<file path="src/rtl/fetch_unit.sv">
// Instruction fetch unit: launches one of three programs, streams instruction words downstream.
// Optional build macro FETCH_JUMP_EN enables in-fetch decoding of jump words (opcode 6'b010000).
module fetch_unit #(
    parameter logic [9:0] PROG0_BASE = 10'd1,
    parameter logic [9:0] PROG1_BASE = 10'd25,
    parameter logic [9:0] PROG2_BASE = 10'd35,
    parameter logic [9:0] MEM_LAST   = 10'd80
) (
    input  logic        clock,
    input  logic        reset,
    input  logic        start,
    input  logic [1:0]  prog_sel,
    input  logic        stall,
    input  logic        branch_taken,
    input  logic [9:0]  branch_target,
    input  logic        halt_req,
    input  logic [31:0] instrucao,
    output logic [9:0]  address,
    output logic [31:0] instr_out,
    output logic        instr_valid,
    output logic        busy,
    output logic        fault
);

    typedef enum logic [1:0] {StIdle, StFetch, StHalt} state_e;

    state_e state;

    logic [9:0] sel_base;
    logic       sel_legal;

    always_comb begin
        sel_base  = PROG0_BASE;
        sel_legal = 1'b1;
        case (prog_sel)
            2'd0:    sel_base = PROG0_BASE;
            2'd1:    sel_base = PROG1_BASE;
            2'd2:    sel_base = PROG2_BASE;
            default: sel_legal = 1'b0;
        endcase
    end

    logic       jump_hit;
    logic [9:0] jump_target;

    assign jump_target = instrucao[9:0];
`ifdef FETCH_JUMP_EN
    assign jump_hit = (instrucao[31:26] == 6'b010000);
`else
    assign jump_hit = 1'b0;
`endif

    logic branch_bad;
    logic jump_bad;
    logic at_last;

    assign branch_bad = (branch_target > MEM_LAST);
    assign jump_bad   = (jump_target > MEM_LAST);
    assign at_last    = (address >= MEM_LAST);

    always_ff @(posedge clock) begin
        if (reset) begin
            state       <= StIdle;
            address     <= 10'd0;
            instr_out   <= 32'd0;
            instr_valid <= 1'b0;
            fault       <= 1'b0;
        end else begin
            case (state)
                StIdle, StHalt: begin
                    instr_valid <= 1'b0;
                    if (start) begin
                        if (sel_legal) begin
                            address <= sel_base;
                            state   <= StFetch;
                        end else begin
                            fault <= 1'b1;
                        end
                    end
                end
                StFetch: begin
                    if (halt_req) begin
                        instr_valid <= 1'b0;
                        state       <= StHalt;
                    end else if (branch_taken) begin
                        // Redirect always costs one bubble, even under stall.
                        instr_valid <= 1'b0;
                        if (branch_bad) begin
                            fault <= 1'b1;
                            state <= StHalt;
                        end else begin
                            address <= branch_target;
                        end
                    end else if (!stall) begin
                        instr_out   <= instrucao;
                        instr_valid <= 1'b1;
                        if (jump_hit) begin
                            if (jump_bad) begin
                                fault <= 1'b1;
                                state <= StHalt;
                            end else begin
                                address <= jump_target;
                            end
                        end else if (at_last) begin
                            // Last word is still issued; PC never moves past MEM_LAST.
                            fault <= 1'b1;
                            state <= StHalt;
                        end else begin
                            address <= address + 10'd1;
                        end
                    end
                end
                default: begin
                    state       <= StIdle;
                    instr_valid <= 1'b0;
                end
            endcase
        end
    end

    assign busy = (state == StFetch);

endmodule
</file>
<file path="config.mk">
export PLATFORM = sky130hd
export DESIGN_NAME = fetch_unit
export DESIGN_NICKNAME = d
export VERILOG_FILES = /design/src/rtl/fetch_unit.sv
export SDC_FILE = /design/constraint.sdc
export NUM_CORES = 1
export LEC_CHECK = 0
export ABC_AREA = 1
export CAP_MARGIN = 20
export CELL_PAD_IN_SITES_DETAIL_PLACEMENT = 1
export CELL_PAD_IN_SITES_GLOBAL_PLACEMENT = 1
export CORE_MARGIN = 10
export CORE_UTILIZATION = 42
export CTS_CLUSTER_DIAMETER = 100
export DETAILED_ROUTE_END_ITERATION = 6
export DONT_BUFFER_PORTS = 1
export PLACE_DENSITY_LB_ADDON = 0.1
export SKIP_CTS_REPAIR_TIMING = 1
export SLEW_MARGIN = 20
export SYNTH_ARGS = -nofsm -noshare
export SYNTH_HDL_FRONTEND = slang
export SYNTH_SLANG_ARGS = --single-unit
</file>
<file path="constraint.sdc">
create_clock -name clock -period 1.8 [get_ports clock]
set_clock_uncertainty 0.2 [all_clocks]
set_input_delay 0.36 -clock clock [delete_from_list [all_inputs] [get_ports clock]]
set_output_delay 0.36 -clock clock [all_outputs]
set_load 0.005 [all_outputs]
</file>
# [After elaboration in Yosys (flattened, before gate mapping)]
# Index checks and enable logic that the tools add are counted.
[op_classes] addsub=1 n_mux=26 n_eq_ne=16 order_cmp=2 n_bitwise=4 reduce_logical=10
[op_table] operator="10-bit two-way mux" n=7
[op_table] operator="10-bit one-hot mux with 2 select lines" n=1
[op_table] operator="2-bit two-way mux" n=7
[op_table] operator="7-bit AND reduction" n=2
[op_table] operator="6-bit one-hot mux with 2 select lines" n=1
[op_table] operator="10-bit by 1-bit adder with 10-bit output (second input constant)" n=1
[op_table] operator="10-bit by 7-bit greater-or-equal comparator with 1-bit output (second input constant)" n=1
[op_table] operator="10-bit by 7-bit greater-than comparator with 1-bit output (second input constant)" n=1
[op_table] operator="3-bit != test (second input constant)" n=3
[op_table] operator="1-bit two-way mux" n=8
[op_table] operator="2-bit != test (second input constant)" n=4
[op_table] operator="4-bit by 3-bit != test with 1-bit output (second input constant)" n=2
[op_table] operator="3-bit by 2-bit != test with 1-bit output (second input constant)" n=2
[op_table] operator="5-bit AND reduction" n=1
[op_table] operator="2-bit by 1-bit == test with 1-bit output (second input constant)" n=2
[op_table] operator="2-bit == test (second input constant)" n=2
[op_table] operator="2-bit logical NOT" n=2
[op_table] operator="4-bit != test (second input constant)" n=1
[op_table] operator="1-bit inverter" n=4
[op_table] operator="2-bit one-hot mux with 2 select lines" n=1
[op_table] operator="4-bit AND reduction" n=1
[op_table] operator="4-bit OR reduction" n=1
[op_table] operator="3-bit OR reduction" n=1
[op_table] operator="1-bit one-hot mux with 2 select lines" n=1
[op_table] operator="2 further kinds" n=2
[word_totals] output_inout_bits=45 input_bits=50 elab_cells=64 register_bits=46

# [Depth between registers and ports, before layout]
[logic_depth] ltp_word=6 mapped_depth=11 ltp_nobuf=11

# [Worst setup path after synthesis]
# OpenSTA, ideal clock, no wires.
[synth_timing] path_type="flip-flop to flip-flop" from="register state[0]" to="register instr_out[10]" path_stages_with_launch=9 synth_period_minus_slack_ps=1563 arrival_time_ps=1247 setup_ps=116 n_path_buf=1 required_ps=1484 path_slack_ps=237 cell_sequence="dfxtp_1 inv_2 nor2_8 nand2_4 nor3_4 inv_1 buf_6 nor2_1 nor2_1"
[synth_via] elab_chain_len=2
[synth_rtl] element="start: declaration" line="27" rtl="state_e state;"
[synth_rtl] element="start signal: assignment" line="63" rtl="state <= StIdle;"
[synth_rtl] element="start signal: assignment" line="75" rtl="state <= StFetch;"
[synth_rtl] element="start signal: assignment" line="84" rtl="state <= StHalt;"
[synth_rtl] element="2-bit by 1-bit == test with 1-bit output"
[synth_rtl] element="via busy" line="21" rtl="output logic busy,"
[synth_rtl] element="4-bit AND reduction (no line)"
[synth_rtl] element="end signal: assignment" line="95" rtl="instr_out <= instrucao;"
[synth_rtl] element="end: declaration" line="19" rtl="output logic [31:0] instr_out,"
# The timed path passes the listed nets, and every way through them passes these cells.
# A chain may end at the register's enable or synchronous reset.

# [Final worst setup path]
[layout_timing] from="register state[1]" to="register address[1]"
[layout_via] elab_chain_len=4 word_cells_on_any_way=13 cone_classes="eq/ne (8); mux (1); reduce/logical (4)"
[layout_rtl] element="2-bit == test or 2-bit logical NOT (tied branches)" line="69" rtl="case (state)"
[layout_rtl] element="2-bit OR reduction" line="69"
[layout_rtl] element="2-bit != test (no line) or 2-bit nonzero test (tied branches)"
[layout_rtl] element="7-bit AND reduction (no line)"
[layout_rtl] element="end signal: assignment" line="74" rtl="address <= sel_base;"
[layout_rtl] element="end signal: assignment" line="92" rtl="address <= branch_target;"
[layout_rtl] element="end signal: assignment" line="102" rtl="address <= jump_target;"
[layout_rtl] element="end: declaration" line="18" rtl="output logic [9:0] address,"
# Parallel ways exist; a longest one is shown, timed or not.

==> reports/qor.txt <==
Status: finished, violations left
Failing checks: hold timing
Final Hold Vio Count: 7
Core area: 4750 sq um
Setup WS pre-CTS: 0.0623 ns
Switch Pwr: 568 uW
# diodes: 0
Worst Hold Path EP: instr_out[27]$_SDFFE_PP0P_
Register area share after synthesis: 44.5%
Reg2Reg Depth: 8
Post-Syn Area per Cell: 7.16 sq um
Min Tclk post-route: 1.70 ns
Lkg Pwr: 1.12 nW
Hold path start: instrucao[27]
Vias in the first global route: 1,908
Worst setup margin: 0.0985 ns
WHS: -0.00815 ns
Multi-input gate area: 965 sq um
Antenna-violating nets left: 0
DR iter-0 viols: 64
Die width: 90.2 microns
Clk_lat worst skew: 0.30 ns
Worst-path clk slew: 0.09 ns
Io pins: 95
Number of placement rows: 25
Synth cell types: 30
Post-Layout Cell Count: 380
Area of the mapped netlist: 2070 sq um
Die H: 90.2 microns
Drt via density: 5.02
Largest family of logic cells by synthesized area: simple AND/OR/NAND/NOR gates
VDD IR-drop max: 0.545 mV
Switching share of total power: 26.2%
Rel. slew slack: 82.6%
Die area: 8130 sq um
CTS tree: done
Adder-cell area share of the yosys netlist: 1.21%
CTS max path bufs: 2
Worst Hold Class: in -> reg
Max-cap violations: 0
CTS Buf Count: 5
GRT Total Usage: 14.7%
#FFs+latches synth: 46
Arr. time, crit path: 1.68 ns
Yosys warning count: 0
Post-Synth XOR/XNOR Area: 0.847%
Post-layout util: 51.4%
Reg2reg end: address[1]$_SDFFE_PP0P_
# DRC: 0
Fmax achieved: 0.588 GHz
Initial antenna violation count: 0
Post-synthesis mux area share: 0%
Vias after detailed routing: 1,909
Synth Area in Compound Gates: 15.2%
First-pass GRT wire length: 9960 microns
Worst setup SP type: register
Area Growth Syn to Fin: 18.3%
IO Port Bufs: 0
Hold path depth: 2
First-pass iteration count of the detailed router: 4
Placed cells: 358
HPWL after DPL: 4850 microns
Syn_nets: 341
Register area: 922 sq um
Reg2reg setup slack: 0.1 ns
Internal power: 1.60 mW
Power per Cell Area: 887 nW/um^2
RD Place Congestion: 0.854
Largest net degree at the start of global routing: 28
Crit Path Max Fanout: 9
GRT Residual Overflow: 0
Setup CP Type: reg -> reg
Combinational Power Share: 14.3%
Fill cell count: 619
Final Total Pwr: 2.17 mW
DR WL/cell: 16.7 microns
Clock net sink count: 46
Worst setup EP type: register
Reg2reg start: state[1]$_SDFFE_PP0P_
Aggregate routed wire length: 6350 microns
Post-Synth Simple-Gate Area: 28.9%
Final Setup Violations: 0
Fin. max-slew vios: 0
Required @ worst endpoint: 1.78 ns
Max H-tree Level: 2
Register share of total power: 51.0%
Worst-Margin Slew: 0.259 ns
Clock power share: 34.7%
Root Driver: clkbuf_8
Starting Density: 43.5%
Fraction of layout cells with a size suffix above 1: 12.1%
Mapped Cells: 289
Period utilization: 94.5%
NumNets Final: 364
[how the worst max path moves through the flow]
stage / start / endpoint / slack (ns) / depth (start not counted)
after floorplan: state[0]$_SDFFE_PP0P_ / instr_out[10]$_SDFFE_PP0P_ / 0.24 / 8
after global placement: state[1]$_SDFFE_PP0P_ / address[5]$_SDFFE_PP0P_ / 0.09 / 8
after detailed placement: state[0]$_SDFFE_PP0P_ / instr_out[13]$_SDFFE_PP0P_ / 0.06 / 7
after CTS: state[0]$_SDFFE_PP0P_ / instr_out[31]$_SDFFE_PP0P_ / 0.05 / 7
after global routing: state[0]$_SDFFE_PP0P_ / instr_out[15]$_SDFFE_PP0P_ / -0.02 / 7
final: state[1]$_SDFFE_PP0P_ / address[1]$_SDFFE_PP0P_ / 0.1 / 8
[cell usage after synthesis (all sizes together)]
cell type,instances,area share (%)
nand3,9,2.2
xnor2,1,0.42
inv,33,6.2
or2,1,0.30
a31oi,1,0.30
nand4,4,1.2
o21ai,47,12
dfxtp,46,45
xor2,1,0.42
nor3,8,2.5
a21oi,6,1.6
buf,7,2.5
o22ai,2,0.60
nand2,28,6.0
ha,2,1.2
o211ai,3,1.1
clkbuf,3,0.54
nor2,87,17
[per-stage QoR]
stage / setup TNS (ns) / instance area (sq um)
4_1_cts: 0 / 2290
2_1_floorplan: 0 / 2070
5_1_grt: -0.0431 / 2450
6_report: 0 / 2450
3_3_place_gp: 0 / 2180
3_5_place_dp: 0 / 2180
[registers in the layout (all words and copies together) (netlist names)]
name,flops
fault,1
address,10
state,2
instr_out,32
instr_valid,1
[worst max-delay path, cell delays in order, from the launching register on]
cell	delay [ns]
dfxtp_1	0.45
nor2_8	0.07
buf_4	0.15
nand2_1	0.07
nand2_1	0.09
nor2_2	0.16
nand2_4	0.11
o21ai_0	0.20
a21oi_1	0.07
[power by group through the flow]
stage	Sequential, mW	Clock [mW]	Combinational (mW)
detailed placement	1.13	0	0.277
finish	1.11	0.754	0.309
CTS	1.11	0.780	0.279
floorplan	1.12	0	0.190
global route	1.11	0.824	0.350
global placement	1.13	0	0.273
[final cells by class]
type / instances / share of cell area [%]
inverter: 33 / 5.27
tap: 67 / 3.43
timing repair buffer: 26 / 9.67
sequential: 46 / 37.7
multi-input combinational: 200 / 39.4
clock inverter: 2 / 1.53
clock buffer: 6 / 2.97
[cells by family (layout without fill, tap and decap cells)]
| family | after synthesis | count (layout) |
|---|---|---|
| AND/OR/NAND/NOR | 137 | 137 |
| AO/OA/AOI/OAI | 59 | 59 |
| flip-flops | 46 | 46 |
| buffers and inverters | 43 | 67 |
| adder cells (fa/ha/maj) | 2 | 2 |
| XOR/XNOR | 2 | 2 |
[placed cells by master (no fill, tap or decap)]
| cell type | count |
|---|---|
| nand3_1 | 9 |
| or2_2 | 1 |
| nor3_1 | 5 |
| a21oi_2 | 1 |
| xnor2_1 | 1 |
| dfxtp_2 | 1 |
| bufinv_16 | 1 |
| ha_1 | 2 |
| o21ai_0 | 43 |
| inv_2 | 2 |
| a31oi_1 | 1 |
| clkinvlp_4 | 1 |
| inv_1 | 29 |
| nand2_2 | 2 |
| nor2_1 | 85 |
| buf_6 | 3 |
| inv_4 | 2 |
| nand2_1 | 24 |
| clkbuf_1 | 1 |
| a21oi_1 | 5 |
| clkbuf_8 | 5 |
| o21ai_1 | 3 |
| nor3_4 | 1 |
| nor2_8 | 1 |
| o211ai_1 | 3 |
| dfxtp_1 | 45 |
| o22ai_1 | 2 |
| dlygate4sd3_1 | 12 |
| nor3_2 | 2 |
| nand4_1 | 4 |
| nor2_2 | 1 |
| xor2_1 | 1 |
| nand2_4 | 2 |
| o21ai_2 | 1 |
| buf_4 | 11 |
[metal layers]
metal  routed length [microns]  GRT usage (%)
met2                      3060           23.5
met4                        71           3.58
met1                      2590           17.0
met5                         0              0
met3                       630           7.40
(Power assumes the default switching activity.)
